===== config.mk =====
export PLATFORM = sky130hd
export DESIGN_NAME = uart_rx_fifo
export DESIGN_NICKNAME = d
export VERILOG_FILES = /design/src/rtl/uart_rx_fifo.sv
export SDC_FILE = /design/constraint.sdc
export NUM_CORES = 1
export LEC_CHECK = 0
export BUFFER_PORTS_ARGS = -buffer_cell sky130_fd_sc_hd__buf_2
export CAP_MARGIN = 25
export CELL_PAD_IN_SITES_DETAIL_PLACEMENT = 0
export CELL_PAD_IN_SITES_GLOBAL_PLACEMENT = 1
export CORE_ASPECT_RATIO = 2
export CORE_MARGIN = 2
export CORE_UTILIZATION = 51
export CTS_BUF_LIST = sky130_fd_sc_hd__clkbuf_8
export CTS_CLUSTER_SIZE = 10
export DETAILED_ROUTE_END_ITERATION = 16
export PLACE_DENSITY = 0.79
export SKIP_LAST_GASP = 1
export SLEW_MARGIN = 20
export SYNTH_ARGS = -nofsm -noshare
export SYNTH_HDL_FRONTEND = slang
export SYNTH_SLANG_ARGS = --single-unit
export TNS_END_PERCENT = 1

===== constraint.sdc =====
create_clock -name clk -period 6.45 [get_ports clk]
set_clock_uncertainty 0.1 [all_clocks]
set_input_delay 0.645 -clock clk [delete_from_list [all_inputs] [get_ports clk]]
set_output_delay 0.645 -clock clk [all_outputs]
set_load 0.01 [all_outputs]

===== src/rtl/uart_rx_fifo.sv =====
// uart_rx_fifo: receive-side FIFO placed behind a UART receiver.
// Stores words written by the receiver's done tick. The head entry is always
// presented on r_data, so it is readable without a pop. A sticky overflow flag
// records any word dropped while the FIFO was full. clr_ovf clears the flag.
// Optional feature: define UART_RX_FIFO_ALMOST_FULL_EN to add a registered
// almost_full output, asserted when count >= AF_LEVEL.
module uart_rx_fifo #(
  parameter int DBIT     = 8,
  parameter int ADDR_W   = 4,
  parameter int AF_LEVEL = 12
) (
  input  logic              clk,
  input  logic              reset,
  input  logic              wr,
  input  logic [DBIT-1:0]   w_data,
  input  logic              rd,
  input  logic              clr_ovf,
  output logic [DBIT-1:0]   r_data,
  output logic              empty,
  output logic              full,
  output logic [ADDR_W:0]   count,
  output logic              overflow
`ifdef UART_RX_FIFO_ALMOST_FULL_EN
  ,
  output logic              almost_full
`endif
);

  localparam int unsigned      DEPTH     = 1 << ADDR_W;
  localparam logic [ADDR_W:0]  DEPTH_CNT = (ADDR_W + 1)'(DEPTH);

  logic [DBIT-1:0]   mem [DEPTH];
  logic [ADDR_W-1:0] wr_ptr;
  logic [ADDR_W-1:0] rd_ptr;
  logic [ADDR_W:0]   count_q;
  logic [ADDR_W:0]   count_next;
  logic              ovf_q;
  logic              do_rd;
  logic              do_wr;
  logic              ovf_evt;

  // Status flags come only from the registered count, never from wr/rd.
  assign count    = count_q;
  assign empty    = (count_q == '0);
  assign full     = (count_q == DEPTH_CNT);
  assign overflow = ovf_q;
  assign r_data   = mem[rd_ptr];

  // Decide which operations take effect this cycle and the next count.
  // A pop frees the head slot while full, so a same-cycle write is accepted
  // into that slot and no overflow is raised.
  always_comb begin
    do_rd      = rd & ~empty;
    do_wr      = wr & (~full | do_rd);
    ovf_evt    = wr & full & ~rd;
    count_next = count_q;
    case ({do_wr, do_rd})
      2'b10:   count_next = count_q + 1'b1;
      2'b01:   count_next = count_q - 1'b1;
      default: count_next = count_q;
    endcase
  end

  // Storage array write port; contents are deliberately not reset.
  always_ff @(posedge clk) begin
    if (!reset && do_wr)
      mem[wr_ptr] <= w_data;
  end

  // Pointers, count and the sticky overflow flag.
  always_ff @(posedge clk) begin
    if (reset) begin
      wr_ptr  <= '0;
      rd_ptr  <= '0;
      count_q <= '0;
      ovf_q   <= 1'b0;
    end else begin
      if (do_wr)
        wr_ptr <= wr_ptr + 1'b1;
      if (do_rd)
        rd_ptr <= rd_ptr + 1'b1;
      count_q <= count_next;
      if (ovf_evt)
        ovf_q <= 1'b1;
      else if (clr_ovf)
        ovf_q <= 1'b0;
    end
  end

`ifdef UART_RX_FIFO_ALMOST_FULL_EN
  localparam logic [ADDR_W:0] AF_CNT = (ADDR_W + 1)'(AF_LEVEL);

  // Almost-full is registered from the next count so it tracks count exactly.
  always_ff @(posedge clk) begin
    if (reset)
      almost_full <= 1'b0;
    else
      almost_full <= (count_next >= AF_CNT);
  end
`endif

endmodule


==> run summary <==
The worst setup slack for register-to-register paths came out at 3.91 ns. The number of flops mapped to enable cells by yosys came out at 128. The number of inserted filler cells in the final layout is 812.

The share of synthesized registers carrying an async set or reset is 0%. The maximum number of buffers from clock root to sink came out at 2. In the routed layout, each cell is associated on average with a via count of 5.70. The slowest stage of the critical path belongs to the cell mux4_2. The storage element area came out at 4210 µm². The DRC marker count from the first detailed-route iteration came out at 250. For hold timing, the worst endpoint is overflow$_SDFFE_PP0P_. The count of final hold-check violations is 0. For the worst setup path, the data required time is 5.70 ns.

The final count of negative-setup-slack endpoints is 0. Setup repair after global routing left no endpoint under its margin. The placer's final routability congestion estimate is 0.743. The antenna diode count came out at 0. During I/O placement, the number of pins put on the boundary was 29. The die outline width is 79.6 µm. The number of buffers added to fix hold violations after cts came out at 0. The average detailed-routed wire length per instance is 22.9 µm. The critical path in this run is classified as reg2out. The post-synthesis instance area came out at 5830 µm². The number of antenna violations at the first check in global routing came out at 1. The floorplan core area is 11200 µm². The global-route wire length before repair is 17.0 mm. The critical path's largest stage delay is 0.61 ns. The worst setup path is captured at an output port. The transition at the pin with the smallest max-transition slack is 1.03 ns. The sum of internal, switching and leakage power is 2.35 mW. The number of port buffers is 28. The clock net sink count came out at 146. The area enclosed by the die boundary is 12300 µm². The count of nets left with antenna violations once routing finished came out at 0. The total of warnings raised by yosys came out at 0. The synthesized design devotes to its leading area cell type 66.0% of total area. The global-route congestion overflow total came out at 0. The starting density of the core is 51.9%. Across all layers, the routed design uses 2814 vias. The synthesized flop and latch total came out at 146. For this run, the post-layout net count is 358.

Among all cell types in the netlist, the one instantiated most often is edfxtp_1. The largest net degree at the start of global routing is 33. Synthesis produced a netlist with a net count of 317. In the finished design, the share of the clock period the worst path needs comes to 51.0%. The worst register-to-register path ends at mem[12][6]$_DFFE_PP_. The startpoint identified for the worst hold timing path is clr_ovf. Counting instances in the post-synthesis netlist gives the leading cell types as 128 x edfxtp_1, 40 x mux4_2, 32 x nor2_1, 18 x dfxtp_1, 7 x nand2_1. The max-slew violation count was 0. The via count of the first global-routing pass is 2931.

In the post-synthesis netlist, the biggest area contributors are edfxtp_1 66%, mux4_2 15%, dfxtp_1 6.2%. The proportion of synthesized chip area in sequential cells came out at 72.2%. The critical path goes through buf_4 -> mux4_2 -> mux4_2 -> buf_2. The highest ir drop seen on vdd is 0.193 mV. The final hold slack came out at 0.412 ns.

Compared with the post-synthesis result, the final layout area differs by 13.0%. The static power due to leakage came out at 2.17 nW. The iteration count of the initial detailed-routing pass came out at 4. The global-route total usage across every layer came out at 20.0%. The number of distinct standard cells referenced by the synthesized netlist is 39. After clock tree synthesis, the clock-pin slew on the worst setup and hold paths is 0.08 ns.

The number of cells traversed by the worst hold path is 4. The total DRC errors in the routed layout is 0. The arrival time reported for the critical path endpoint is 2.55 ns. The total power per unit cell area is 358 nW/µm².

The most used flip-flop cell after synthesis is edfxtp_1. The synthesized design spends more area on one cell type than any other, namely edfxtp_1. The worst reg2reg path depth is 4. TritonCTS built the clock tree.

The maximum net fanout on the critical path came out at 32. In the final layout, the multi-input gates occupy 1550 µm². The shortest period the worst path allows is 3.29 ns.

The max-capacitance violation count is 0. The cell count after synthesis is 298. The flow ran to the end, and the final reports show no timing, DRC or antenna violations.

Among the stages of the critical path, the cell type that occurs most often is mux4_2. The fmax came out at 0.304 GHz. The clock insertion delay at the later pin of the skew report is 0.44 ns. Measured along the y axis, the die boundary spans 155 µm. The worst hold path belongs to the class in2reg. The tree is rooted in a clkbuf_8. The launching element type of the critical path is a flip-flop.

The total clock buffers created by CTS came out at 17. The overall routed net length is 11.3 mm. Of the cells placed in the final design, the portion with a size suffix greater than 1 is 31.8%. In this run, post-CTS repair resized a total of 0 instances.

The number of levels in the clock H-tree is 4. Cells fill 58.7% of the core in the end. The floorplan row count is 55. The worst slew slack as a fraction of its limit came out at 31.0%.

In the final timing run, aggregate negative setup slack is 0 ns. In this run the critical register-to-register path is launched from count[1]$_SDFFE_PP0P_. The number of buffers inserted to repair setup after CTS came out at 0.

The post-DP HPWL came out at 7.33 mm. The synthesized area per cell is 19.5 µm².
where the power goes:
part | total (mW) | switching [mW] | internal [mW] | leakage, nW
Sequential | 1.10 | 0.0385 | 1.06 | 1.30
Combinational | 0.495 | 0.245 | 0.250 | 0.638
Clock | 0.763 | 0.316 | 0.447 | 0.231
through the flow:
step                area (µm²)  std cells  setup slack [ns]
global placement          6100        457              3.60
floorplan                 5830        298              3.87
detailed placement        6110        458              3.59
global route              6580        494              3.02
CTS                       6550        490              3.08
finish                    6580        494              3.16
worst max-delay path: cells and delay by family, from the launching register on:
kind / cells / cell delay, ns
buffers and inverters: 2 / 0.66
multiplexers: 2 / 1.11
flip-flops: 1 / 0.32
cells in the final DEF, fill, tap and decap left out, drive strengths merged, types with 2 or more instances in the layout:
cell type,count
edfxtp,128
mux4,40
buf,35
nor2,32
clkbuf,20
dfxtp,18
nand2,7
inv,6
nor2b,6
ha,6
mux2i,5
clkinv,5
xor2,4
bufinv,4
mux2,4
a21oi,3
o21ai,3
nand4,3
nand2b,2
or3,2
o211ai,2
nor3,2
final cells by class:
type,instances,area share (%)
well taps,142,2.70
multi-input cells,135,23.5
repair buffers,35,3.04
flip-flops and latches,146,63.9
clock buffers,20,4.18
clock inverters,12,2.49
inverters,4,0.228
how the worst max path moves through the flow:
stage,startpoint,end,slack (ns),cells past startpoint
3_3_place_gp,flip-flop,r_data[1],3.60,4
3_5_place_dp,flip-flop,r_data[7],3.59,4
6_report,flip-flop,r_data[7],3.16,4
4_1_cts,flip-flop,r_data[7],3.08,4
5_1_grt,flip-flop,r_data[7],3.02,4
2_1_floorplan,flip-flop,r_data[0],3.87,4
state kept, by name, summed over array words and instances, names as in the netlist, named ones only:
register	cells
rd_ptr	4
mem	128
wr_ptr	4
overflow	1
count	5
layer usage:
| metal | part of all wire, % | wire length (µm) | global-route usage [%] |
|---|---|---|---|
| met5 | 0 | 0 | 0 |
| met4 | 1.4 | 161 | 6.98 |
| met3 | 4.2 | 478 | 4.64 |
| met2 | 60 | 6780 | 37.3 |
| met1 | 34 | 3900 | 21.5 |
cell families after synthesis:
group | Yosys count | synth area share, %
mux | 49 | 17.1
compound gates | 16 | 2.36
fa+ha+maj | 6 | 1.29
xor+xnor | 5 | 0.752
buf+inv | 17 | 1.31
simple gates | 59 | 5.03
flops | 146 | 72.2
No activity file was read; power rests on OpenSTA's default activity.
